## config.mk

```make
export PLATFORM = sky130hd
export DESIGN_NAME = i2c_master
export DESIGN_NICKNAME = d
export VERILOG_FILES = /design/src/rtl/i2c_pkg.sv /design/src/rtl/i2c_qtick.sv /design/src/rtl/i2c_master.sv
export SDC_FILE = /design/constraint.sdc
export NUM_CORES = 1
export LEC_CHECK = 0
export CORE_MARGIN = 5
export CORE_UTILIZATION = 25
export CTS_CLUSTER_DIAMETER = 100
export DETAILED_ROUTE_END_ITERATION = 7
export GPL_TIMING_DRIVEN = 0
export RECOVER_POWER = 50
export SLEW_MARGIN = 10
export SYNTH_ARGS = -nofsm -noshare
export SYNTH_HDL_FRONTEND = slang
export SYNTH_SLANG_ARGS = --single-unit
```

## constraint.sdc

```tcl
create_clock -name clk6x -period 4.3 [get_ports clk6x]
set_input_delay 0.86 -clock clk6x [delete_from_list [all_inputs] [get_ports clk6x]]
set_output_delay 0.86 -clock clk6x [all_outputs]
set_load 0.01 [all_outputs]
```

## src/rtl/i2c_pkg.sv

```systemverilog
// Shared I2C definitions: command codes, FSM state encoding and the
// shift-register preload used by both the master and the slave model.
package i2c_pkg;

  localparam logic [1:0] CMD_START = 2'd0;
  localparam logic [1:0] CMD_STOP  = 2'd1;
  localparam logic [1:0] CMD_WRITE = 2'd2;
  localparam logic [1:0] CMD_READ  = 2'd3;

  localparam logic [1:0] ST_IDLE  = 2'd0;
  localparam logic [1:0] ST_START = 2'd1;
  localparam logic [1:0] ST_STOP  = 2'd2;
  localparam logic [1:0] ST_XFER  = 2'd3;

  // Bit 8 of a transfer is the ACK slot.
  localparam logic [3:0] LAST_BIT = 4'd8;

  // 9-bit transmit pattern, MSB first; a 1 releases SDA. A READ releases
  // the data bits and sends ACK (0) unless rdnack asks for NACK (1).
  function automatic logic [8:0] xfer_load(input logic       is_read,
                                           input logic [7:0] tx,
                                           input logic       rdnack);
    return is_read ? {8'hFF, rdnack} : {tx, 1'b1};
  endfunction

endpackage

```

## src/rtl/i2c_qtick.sv

```systemverilog
// Quarter-bit tick generator: reloads on phase start, pauses while a
// released SCL is still held low by a slave.
module i2c_qtick
  import i2c_pkg::*;
#(
  parameter int QDIV = 120
) (
  input  logic clk6x,
  input  logic resetn,
  input  logic load,
  input  logic run,
  input  logic freeze,
  output logic tick
);

  localparam int CW = (QDIV > 1) ? $clog2(QDIV) : 1;
  localparam logic [CW-1:0] RELOAD = CW'(QDIV - 1);

  logic [CW-1:0] cnt;

  assign tick = run && !freeze && (cnt == '0);

  always_ff @(posedge clk6x) begin
    if (!resetn) begin
      cnt <= '0;
    end else if (load || tick) begin
      cnt <= RELOAD;
    end else if (run && !freeze) begin
      cnt <= cnt - 1'b1;
    end
  end

endmodule

```

## src/rtl/i2c_master.sv

```systemverilog
// Single-master I2C engine: START / STOP / byte WRITE / byte READ issued one
// command at a time, each phase split into four quarter-bit steps.
module i2c_master
  import i2c_pkg::*;
#(
  parameter int QDIV = 120
) (
  input  logic       clk6x,
  input  logic       resetn,
  input  logic       I2C_SDA_i,
  output logic       I2C_SDADR0_o,
  input  logic       I2C_SCL_i,
  output logic       I2C_SCLDR0_o,
  input  logic [1:0] cmd_i,
  input  logic       cmd_v_i,
  input  logic [7:0] txbyte_i,
  input  logic       rdnack_i,
  output logic       rdy_o,
  output logic [7:0] rxbyte_o,
  output logic       rxbyte_v_o,
  output logic       ackd_o,
  output logic [1:0] dbg_state_o
);

  // Handshake: a command is taken on the rising edge where cmd_v_i and rdy_o
  // are both 1; cmd_v_i while rdy_o is 0 is dropped, never queued.

  logic [1:0] state;
  logic [1:0] q;
  logic [3:0] bitcnt;
  logic [8:0] shreg;
  logic       is_read;
  logic       sda_dr;
  logic       scl_dr;
  logic       busy;
  logic       accept;
  logic       freeze;
  logic       tick;
  logic [8:0] xfer_init;

  assign busy        = (state != ST_IDLE);
  assign accept      = !busy && cmd_v_i;
  assign freeze      = busy && !scl_dr && !I2C_SCL_i;
  assign xfer_init   = xfer_load(cmd_i == CMD_READ, txbyte_i, rdnack_i);
  assign rdy_o       = !busy;
  assign dbg_state_o = state;

  assign I2C_SDADR0_o = sda_dr;
  assign I2C_SCLDR0_o = scl_dr;

  i2c_qtick #(
    .QDIV(QDIV)
  ) u_qtick (
    .clk6x (clk6x),
    .resetn(resetn),
    .load  (accept),
    .run   (busy),
    .freeze(freeze),
    .tick  (tick)
  );

  always_ff @(posedge clk6x) begin
    if (!resetn) begin
      state      <= ST_IDLE;
      q          <= 2'd0;
      bitcnt     <= 4'd0;
      shreg      <= 9'd0;
      is_read    <= 1'b0;
      sda_dr     <= 1'b0;
      scl_dr     <= 1'b0;
      rxbyte_o   <= 8'h00;
      rxbyte_v_o <= 1'b0;
      ackd_o     <= 1'b0;
    end else begin
      rxbyte_v_o <= 1'b0;
      if (accept) begin
        q      <= 2'd0;
        bitcnt <= 4'd0;
        case (cmd_i)
          CMD_START: begin
            state  <= ST_START;
            sda_dr <= 1'b0;
          end
          CMD_STOP: begin
            state  <= ST_STOP;
            sda_dr <= 1'b1;
          end
          default: begin
            state   <= ST_XFER;
            is_read <= (cmd_i == CMD_READ);
            shreg   <= xfer_init;
            sda_dr  <= !xfer_init[8];
          end
        endcase
      end else if (tick) begin
        q <= q + 2'd1;
        case (state)
          ST_START: begin
            case (q)
              2'd0:    scl_dr <= 1'b0;
              2'd1:    sda_dr <= 1'b1;
              2'd2:    scl_dr <= 1'b1;
              default: state  <= ST_IDLE;
            endcase
          end
          ST_STOP: begin
            case (q)
              2'd0:    scl_dr <= 1'b0;
              2'd1:    sda_dr <= 1'b0;
              2'd3:    state  <= ST_IDLE;
              default: ;
            endcase
          end
          ST_XFER: begin
            case (q)
              2'd1: scl_dr <= 1'b0;
              // Sample lands in bit 0 so that after 9 bits the data byte
              // sits in [8:1] and the ACK slot in [0].
              2'd2: shreg  <= {shreg[7:0], I2C_SDA_i};
              2'd3: begin
                scl_dr <= 1'b1;
                if (bitcnt == LAST_BIT) begin
                  state <= ST_IDLE;
                  if (is_read) begin
                    rxbyte_o   <= shreg[8:1];
                    rxbyte_v_o <= 1'b1;
                  end else begin
                    ackd_o <= !shreg[0];
                  end
                end else begin
                  bitcnt <= bitcnt + 4'd1;
                  sda_dr <= !shreg[8];
                end
              end
              default: ;
            endcase
          end
          default: ;
        endcase
      end
    end
  end

endmodule

```

[Yosys cells after proc, flatten, opt, wreduce, memory -nomap -nowiden]
Index checks and enable logic that the tools add are counted.
Widths: inputs -> output; s select.
Storage, ports and cells
  register bits after elaboration: 37
  bits of input ports: 16
  output and inout bits: 15
  logic and storage cells: 108
Operators by class
  multiplexer cells: 29
  bitwise logic cells: 8
  reduce and logical (&&, ||, !) cells: 36
  equality and inequality tests: 20
  add/sub/neg operators: 3
Operator list (count)
  $mux 9: 6
  $reduce_and 6->1: 5
  $ne 3x2->1 const B: 8
  $mux 7: 2
  $mux 2: 6
  $eq 2x2->1 const B: 5
  $reduce_bool 2->1: 5
  $mux 1: 8
  $not 1->1: 8
  $reduce_and 4->1: 2
  $logic_not 1->1: 7
  $logic_not 7->1: 1
  $sub 7x1->7 const B: 1
  $eq 2x1->1 const B: 3
  $pmux 1 s2: 3
  $pmux 1 s3: 2
  $pmux 2 s3: 1
  $reduce_or 2->1: 3
  $reduce_or 6->1: 1
  $logic_and 1x1->1: 5
  $add 4x1->4 const B: 1
  $eq 4x4->1 const B: 1
  $logic_not 2->1: 2
  $ne 2x2->1 const B: 2
  8 further kinds: 8

[Longest topological paths before layout]
Gate-level depths: netlist of run 1.
  depth in word-level cells: 8
  depth in mapped cells: 7
  mapped depth without buffers: 6

[Modules after synthesis]
Synthesis of run 1 repeated with hierarchy kept, for this count alone.
Unflattened totals
  cell total of the unflattened synthesis: 219
  area, all modules: 1971.9 um2
By module, submodules not included
  i2c_master: area each 1574.0 um2, times used 1, sequential area each 600.6 um2, cells an instance 177
  i2c_qtick: area each 397.9 um2, times used 1, sequential area each 140.1 um2, cells an instance 42

[Worst setup path after synthesis of run 1]
Ideal clock, no wire load.
  path type: input port to flip-flop
  from: input I2C_SCL_i
  to: register sda_dr (netlist: I2C_SDADR0_o)
  data arrival time: 2.368 ns
  setup time: 0.121 ns
  setup slack: 1.811 ns
  stages on the path: 5
  data required time: 4.179 ns
  path buffers: 1
  cells stage by stage: o221ai_1 or3_1 buf_2 a221oi_1 mux2_2
Between the ends
  cells in the longest elaborated chain, start to end: 7
RTL lines
  from (decl): line i2c_master.sv:12  | input logic I2C_SCL_i,
  $logic_not 1->1: line i2c_master.sv:43  | assign freeze = busy && !scl_dr && !I2C_SCL_i;
  $logic_and 1x1->1: line i2c_master.sv:43
  $logic_not 1->1: line i2c_qtick.sv:21  | assign tick = run && !freeze && (cnt == '0);
  $logic_and 1x1->1 (2 in a row): line i2c_qtick.sv:21
  $reduce_bool 2->1 (no line)
  $reduce_and 6->1 (no line)
  to (signal assigned): line i2c_master.sv:92  | sda_dr <= !xfer_init[8];
  to (signal assigned): line i2c_master.sv:132  | sda_dr <= !shreg[8];
  to (decl): line i2c_master.sv:33  | logic sda_dr;
Every way passes these cells.
A chain may end at the register's enable or synchronous reset.

[Worst setup path in the final report of run 1]
Ends and elaborated chain as after synthesis.

==> results.py, run 1 <==
metrics = {
    "die": {
        "die_h_um": 96.39,
        "die_area_um2": 9290,
        "die_w_um": 96.39,
        "core_um2": 7253,
        "ios": 31,
        "initial_core_util_pct": 25.72,
        "rows": 31,
    },
    "timing": {
        "setup_violations": 0,
        "max_freq_mhz": 323.5,
        "skew_ns": 0.003582,
        "finalCritPeriodShare_pct": 71.89,
        "relSlewSlack_pct": 42.93,
        "tightest_slew_ns": 0.8561,
        "slew_violations": 0,
        "rsz0062_at_grt": "false",
        "tns_ns": 0,
        "finalHoldViolations": 0,
        "period_needed_ns": 3.091,
    },
    "global_routing": {
        "antenna_found_initial": 0,
        "grt.total_usage_pct": 10.48,
        "grt_pass1_wl_mm": 7.507,
        "grt_use_met1_pct": 13.41,
        "grt_start_max_net_pins": 14,
        "top_usage_layer": "met2",
        "grt_util_met2_pct": 16.39,
        "grt_pass1_vias": 1559,
        "overflow": 0,
        "met3_usage_pct": 2.324,
    },
    "clocking": {
        "insertion_delay_ns": 0.30,
        "clk_pin_slew_ns": 0.08,
        "postCtsSetupBuffers": 0,
        "clkSinkCount": 37,
        "cts_hold_buf": 0,
        "ctsResizeCount": 0,
        "cts_tree": "yes",
        "htree_levels": 2,
        "cts_max_path_buffers": 2,
        "cts_buffers": 5,
        "clockRootBuffer": "clkbuf_8",
    },
    "route": {
        "vias": 1754,
        "drt_iter0_markers": 135,
        "via_per_inst": 4.913,
        "wl_mm": 4.633,
        "routedWlPerCell_um": 12.98,
        "drcViolationCount": 0,
        "firstDrtPassIters": 7,
        "ant_nets": 0,
    },
    "logic_synthesis": {
        "yosysMostFrequentCell": "dfxtp_1",
        "syn_area_per_cell_um2": 8.480,
        "synth_nets": 243,
        "ys_types": 48,
        "synth_edf_count": 0,
        "syn_inst": 220,
        "yosysWarnings": 0,
        "netlist_top_cells_count": "dfxtp_1, o21ai_0, a21oi_1, nand2_1",
        "netlist_top_cells_area": "dfxtp_1, o21ai_0, a21oi_1, ha_1, o2111ai_1",
        "synth_top_area_share_pct": 39.70,
        "ys.flop_type": "dfxtp_1",
        "synth_seq_cells": 37,
        "yosysSeqAreaShare_pct": 39.70,
        "synthArstFlopShare_pct": 0,
        "synth_area_um2": 1866,
        "yosysTopAreaCell": "dfxtp_1",
    },
    "critical_path": {
        "cp-startpoint": "I2C_SCL_i",
        "r2r-start": "dbg_state_o[0]",
        "end_kind": "flip-flop",
        "critPathArrivalTime_ns": 3.28,
        "start_kind": "primary input",
        "cp.required_ns": 4.49,
        "crit_type": "primary input to flip-flop",
        "cp_max_fo": 8,
    },
    "worst_hold_path": {
        "hp-start": "rxbyte_o[4]",
        "hold_path_class": "flip-flop to flip-flop",
    },
    "final_layout": {
        "drive_gt1_share_pct": 5.814,
        "stdcell_area_um2": 2426,
        "final_nets": 280,
        "syn2layout_area_growth_pct": 30.05,
        "diodes": 0,
    },
    "power_and_ir_drop": {
        "p_leak_nw": 0.8606,
        "powerDensity_nw_per_um2": 372.5,
        "ir_drop_mv": 0.1587,
    },
    "placement": {
        "io_buffer_count": 30,
        "gp_congestion": 0.8100,
        "dp_hpwl_mm": 3.458,
        "post_dp_cell_area_um2": 2290,
    },
    "job": {
        "max-cap-violations": 0,
    },
    "status": {
        "status": "completed",
    },
}
layer usage:
metal	up-vias	routed length (um)
met2	47	2227
met3	9	221
met4	0	122
met5	-	0
li1	883	-
met1	815	2060
metrics by stage:
step                      instances  setup slack [ns]  utilization (%)  power [mW]  hold slack, ns
after global placement          349             1.043            31.57      0.5415          0.4651
after floorplan                 220             1.811                -      0.4869          0.4416
after detailed placement        349             1.026            31.57      0.5417          0.4679
after CTS                       357             1.349            33.47      0.9154          0.4803
after global routing            357             1.126            33.45      0.9437          0.5078
final                           357             1.209            33.45      0.9037          0.4749
report_power, final:
group	internal, mW	switching (mW)	leakage, nW
clock network	0.234	0.139	0.0687
logic	0.0671	0.0866	0.491
registers	0.362	0.0156	0.301
total	0.663	0.241	0.861
cell families (layout without fill, tap and decap cells):
logic type	Yosys count	in the layout	share of synthesized area, %
XOR/XNOR	7	7	3.286
buffers and inverters	26	64	5.366
flip-flops	37	37	39.70
adder cells (fa/ha/maj)	7	7	4.695
AO/OA/AOI/OAI	68	68	24.15
AND/OR/NAND/NOR	73	73	21.66
multiplexers	2	2	1.140
final timing paths:
| check | slack, ns | to | cells past startpoint |
|---|---|---|---|
| worst min-delay path | 0.47 | rxbyte_o[4] | 2 |
| worst max register to register | 1.71 | I2C_SDADR0_o | 6 |
| worst max-delay path | 1.21 | I2C_SDADR0_o | 6 |
| worst min register to register | 0.47 | rxbyte_o[4] | 2 |
sequential cells by signal, indices dropped and copies added (netlist names), 2 cells and up:
register	flops
bitcnt	4
dbg_state_o	2
q	2
rxbyte_o	8
shreg	9
u_qtick.cnt	7
layout make-up:
type,count,area (um2)
multi-input combinational,157,1025
tap,99,123.9
buffer,16,61.31
clock inverter,3,68.82
fill,767,4827
timing repair buffer,30,300.3
clock buffer,5,68.82
sequential,37,740.7
inverter,10,37.54
layout by cell type, fill, tap and decap left out, types with 3 or more instances in the layout:
cell type        count
nand2_1             14
clkbuf_8             5
dfxtp_1             37
nor3_1               4
inv_1               10
clkbuf_1            14
o21ai_0             22
dlygate4sd3_1       17
o2111ai_1            9
a21oi_1             18
nor2_1              10
a211o_1              3
xnor2_1              5
ha_1                 7
nand3_1             13
clkdlybuf4s50_1     13
or3_1               11
worst max-delay path, stage by stage:
cell and delay, ns:
dlygate4sd3_1 0.56, o221ai_1 0.39, or3_1 0.48, clkbuf_1 0.21, a221oi_1 0.41, mux2_2 0.37
(Power assumes the default switching activity.)
==> run 2, diff against run 1 <==
==> constraint.sdc (replaced) <==
create_clock -name clk6x -period 2.8 [get_ports clk6x]
set_input_delay 0.56 -clock clk6x [delete_from_list [all_inputs] [get_ports clk6x]]
set_output_delay 0.56 -clock clk6x [all_outputs]
set_load 0.01 [all_outputs]
==> results.py, run 2 (synthesis gave the netlist of run 1 again) <==
metrics = {
    "status": {
        "status": "completed",
    },
    "route": {
        "wl_mm": 4.627,
        "drt_iter0_markers": 135,
        "routedWlPerCell_um": 12.96,
        "highest_layer": "met4",
        "met3_length_um": 224,
        "drcViolationCount": 0,
        "wl_met1_mm": 2.055,
        "dr_wl_met2_mm": 2.224,
        "vias": 1756,
        "firstDrtPassIters": 6,
        "ant_nets": 0,
        "via_per_inst": 4.919,
    },
    "worst_hold_path": {
        "hold_path_class": "flip-flop to flip-flop",
    },
    "timing": {
        "tightest_slew_ns": 0.8557,
        "slew_violations": 0,
        "setup_ws_ns": 0.1518,
        "skew_ns": 0.003608,
        "rsz0062_at_grt": "false",
        "setup_violations": 0,
        "tns_ns": 0,
        "finalHoldViolations": 0,
        "finalCritPeriodShare_pct": 94.58,
        "relSlewSlack_pct": 42.96,
        "max_freq_mhz": 377.6,
        "period_needed_ns": 2.648,
    },
    "global_routing": {
        "grt_pass1_wl_mm": 7.507,
        "grt.total_usage_pct": 10.48,
        "antenna_found_initial": 0,
        "overflow": 0,
        "grt_pass1_vias": 1559,
        "grt_start_max_net_pins": 14,
    },
    "critical_path": {
        "critPathArrivalTime_ns": 2.84,
        "cp_max_fo": 8,
        "crit_end": "I2C_SDADR0_o",
        "cp.required_ns": 2.99,
        "cp-startpoint": "I2C_SCL_i",
        "crit_path_top_delay_cell": "clkdlybuf4s50_1",
        "crit_type": "primary input to flip-flop",
        "r2r-start": "dbg_state_o[0]",
        "start_kind": "primary input",
        "worstPathCellList": "clkdlybuf4s50_1 -> o221ai_1 -> or3_1 -> buf_2 -> a221oi_1 -> mux2_2",
        "end_kind": "flip-flop",
        "r2r-end": "I2C_SDADR0_o",
        "reg2reg_depth": 6,
        "r2r_slack_ns": 0.27,
        "crit_path_max_incr_delay_ns": 0.49,
    },
    "placement": {
        "dp.cells": 349,
        "post-place-ws_ns": -0.1744,
        "post_dp_cell_area_um2": 2290,
        "io_buffer_count": 30,
        "gp_congestion": 0.8100,
        "dp_hpwl_mm": 3.458,
    },
    "die": {
        "ios": 31,
        "rows": 31,
        "die_h_um": 96.39,
        "die_w_um": 96.39,
        "core_um2": 7253,
        "initial_core_util_pct": 25.72,
        "die_area_um2": 9290,
    },
    "clocking": {
        "cts_tree": "yes",
        "cts_hold_buf": 0,
        "insertion_delay_ns": 0.30,
        "postCtsSetupBuffers": 0,
        "cts_buffers": 5,
        "clockRootBuffer": "clkbuf_8",
        "cts_max_path_buffers": 2,
        "htree_levels": 2,
        "ctsResizeCount": 0,
        "clkSinkCount": 37,
        "clk_pin_slew_ns": 0.08,
    },
    "final_layout": {
        "final_cell_mix": "dfxtp_1, o21ai_0, a21oi_1",
        "top_register": "shreg",
        "final_cells": 357,
        "reg_top3": "shreg x9, rxbyte_o x8, u_qtick.cnt x7",
        "fillers": 769,
        "drive_gt1_share_pct": 6.202,
        "diodes": 0,
        "largest_register_ffs": 9,
        "final_common_cell": "dfxtp_1",
        "final_nets": 280,
        "syn2layout_area_growth_pct": 30.11,
        "stdcell_area_um2": 2427,
    },
    "power_and_ir_drop": {
        "p_leak_nw": 0.8615,
        "powerDensity_nw_per_um2": 573.0,
        "ir_drop_mv": 0.2438,
    },
    "job": {
        "max-cap-violations": 0,
    },
}
[run 2: metal layers]
layer	vias up	GRT usage, %
li1	883	-
met1	815	13.41
met2	49	16.39
met3	9	2.324
met4	0	5.607
met5	-	0
[run 2: worst min-delay path by stage]
stage / from / to / slack (ns) / cells after the start
floorplan: shreg[2] / shreg[2] / 0.44 / 2
global placement: bitcnt[3] / bitcnt[3] / 0.47 / 2
detailed placement: rxbyte_o[2] / rxbyte_o[2] / 0.47 / 2
CTS: rxbyte_o[2] / rxbyte_o[2] / 0.48 / 2
global route: rxbyte_o[3] / rxbyte_o[3] / 0.51 / 2
finish: rxbyte_o[4] / rxbyte_o[4] / 0.47 / 2
[run 2: final cells by class]
type                            count  area, um2  area share [%]
Buffer                             16      62.56           2.577
Clock buffer                        5      68.82           2.835
Clock inverter                      3      68.82           2.835
Inverter                           10      37.54           1.546
Multi-Input combinational cell    157       1025           42.22
Sequential cell                    37      740.7           30.52
Tap cell                           99      123.9           5.103
Timing Repair Buffer               30      300.3           12.37
[run 2: where the power goes]
group	internal, mW	switching (mW)	leakage, nW
Clock	0.359	0.215	0.0687
Sequential	0.556	0.0240	0.301
Combinational	0.104	0.133	0.492
Total	1.02	0.372	0.862
[run 2: critical path, delay by kind of cell]
family	cells	cell delay, ns
AOI/OAI and AO/OA	2	0.77
buffers and inverters	2	0.67
and+or+nand+nor	1	0.47
muxes	1	0.37
[run 2: metrics by stage]
stage	hold slack [ns]	total power [mW]	util, %
final	0.4749	1.391	33.47
after global routing	0.5078	1.450	33.47
after CTS	0.4803	1.406	33.47
after detailed placement	0.4679	0.8319	31.57
after global placement	0.4651	0.8316	31.57
after floorplan	0.4416	0.7477	-
==> patch: new RTL, flow settings as in run 2 <==
Reset style: asynchronous (`resetn`), changed in 2 clocked blocks.
--- a/src/rtl/i2c_qtick.sv
+++ b/src/rtl/i2c_qtick.sv
@@ -22,3 +22,3 @@
 
-  always_ff @(posedge clk6x) begin
+  always_ff @(posedge clk6x or negedge resetn) begin
     if (!resetn) begin
--- a/src/rtl/i2c_master.sv
+++ b/src/rtl/i2c_master.sv
@@ -61,3 +61,3 @@
 
-  always_ff @(posedge clk6x) begin
+  always_ff @(posedge clk6x or negedge resetn) begin
     if (!resetn) begin
Check against the original RTL: differs if resetn is asserted again (counterexample within 4 cycles, from zero or initial values and one cycle with resetn low); with resetn held inactive, the same outputs for 10 cycles.
==> patch against run 2 <==
  * The flow now finishes with violations (max-capacitance violations, max-slew violations)
  * Hold slack worse by 0.42 ns
  * Register-to-register slack better by 0.08 ns
  * Worst setup slack better by 0.11 ns
  * Wire length is 7.3% lower
  * Design area is 2.0% higher
  * Sequential cell count stayed put
  * Synthesized area is 4.3% higher
  * Total power is 21% higher
  * Sequential share of layout area is 6.9 points higher
  * Via count is 15% lower
==> patch: results (changes against run 2) <==
stage;metric;value;unit;change
run_status;status;complete, but fails checks;;
run_status;violations;max-capacitance violations, max-slew violations;;
global_routing;gr-usage-met1;11.9;%;-1.5 points
cells_and_area;inverters_excl_clock;11;;+1
global_routing;grt_max_degree;36;;+22
place;placedCellCount;321;;-8.0%
critical_path;startpoint;cmd_v_i;;
cells_and_area;layout.buffer.nonclock.area_share;13.8;%;-1.2 points
critical_path;cp_max_fo;10;;+2
cells_and_area;multi_input_area_share;37.8;%;-4.4 points
cells_and_area;multi_input_area;936;µm²;-8.7%
place;routabilityCongestion;0.757;;-6.6%
global_routing;grt_pass1_wl;7.30;mm;-2.8%
critical_path;endpoint;shreg[7];;
logic_synthesis;synth_top_cells_by_count;dfrtp_1 (37), nor2_1 (22), mux2_2 (19), nand2_1 (12);;
cells_and_area;clk_share;4.20;%;-1.5 points
detailed_routing;wl_met3;141;µm;-37%
detailed_routing;wl_met2;2.01;mm;-9.7%
place;post_dp_cell_area;0.00239;mm²;+4.3%
run;maxCapViolCount;1;;+1
logic_synthesis;ys_async_sr_fraction;100;%;+100 points
cells_and_area;fin_cells;328;;-8.1%
timing;worst_pin_slew;1.91;ns;+1.06 ns
cells_and_area;buffers;40;;-13%
timing;clock_skew;0.00713;ns;+0.00353 ns
detailed_routing;wl_per_cell;13.1;µm;+0.94%
pwr;leakage;1.07;nW;+25%
pwr;power_frac_seq;46.5;%;+4.8 points
global_routing;met2_usage;15.1;%;-1.3 points
place;preCtsSetupSlack;-0.0291;ns;+0.145 ns
detailed_routing;met1_length;2.07;mm;+0.54%
global_routing;use_met3;2.50;%;+0.18 points
global_routing;grt.total_usage;9.41;%;-1.1 points
cells_and_area;drive_gt1_share;15.9;%;+9.7 points
pwr;combPwrFrac;27.3;%;+10 points
critical_path;critPathArrivalTime;2.71;ns;-0.13 ns
critical_path;ff2ff_setup_slack;0.35;ns;+0.08 ns
critical_path;rr_startpoint;dbg_state_o[1];;
cells_and_area;num-fill-cells;788;;+2.5%
timing;final_max_slew_viol_count;36;;+36
logic_synthesis;syn_area;0.00195;mm²;+4.3%
worst_hold_path;hp-class;primary input to asynchronous set/reset pin;;
logic_synthesis;seq_area_frac_synth;47.6;%;+7.9 points
detailed_routing;drtIter0Drc;62;;-54%
pwr;vdd_ir_drop_max;0.192;mV;-21%
cells_and_area;seq_share;37.4;%;+6.9 points
logic_synthesis;synth-main-ff-cell;dfrtp_1;;
global_routing;grt_pass1_vias;1506;;-3.4%
detailed_routing;viasPerCell;4.55;;-7.5%
place;hpwlAfterDp;3.11;mm;-10%
cells_and_area;multi_input_cells;131;;-17%
patch: cell types whose count changed after synthesis, moves of 7 or more:
| cell | change |
|---|---|
| a21oi_1 | -7 |
| clkbuf_1 | -7 |
| dfrtp_1 | +37 |
| dfxtp_1 | -37 |
| mux2_2 | +18 |
| nand3_1 | -8 |
| nor2_1 | +12 |
| o2111ai_1 | -9 |
| o21ai_0 | -17 |
| or3_1 | -8 |
patch: critical path: stages:
cell             delay (ns)
clkdlybuf4s50_1        0.52
nor3b_1                0.33
clkbuf_1               0.40
clkbuf_1               0.49
a21oi_1                0.13
mux2_2                 0.28
patch: cells by family (layout without fill, tap and decap cells):
family / count (synthesis) / after routing / share of synthesized area, %
AND/OR/NAND/NOR: 64 / 64 / 17.7
flip-flops: 37 / 37 / 47.6
AO/OA/AOI/OAI: 36 / 36 / 12.3
multiplexers: 21 / 21 / 12.2
buffers and inverters: 20 / 58 / 4.31
adder cells (fa/ha/maj): 7 / 7 / 4.50
XOR/XNOR: 3 / 3 / 1.35
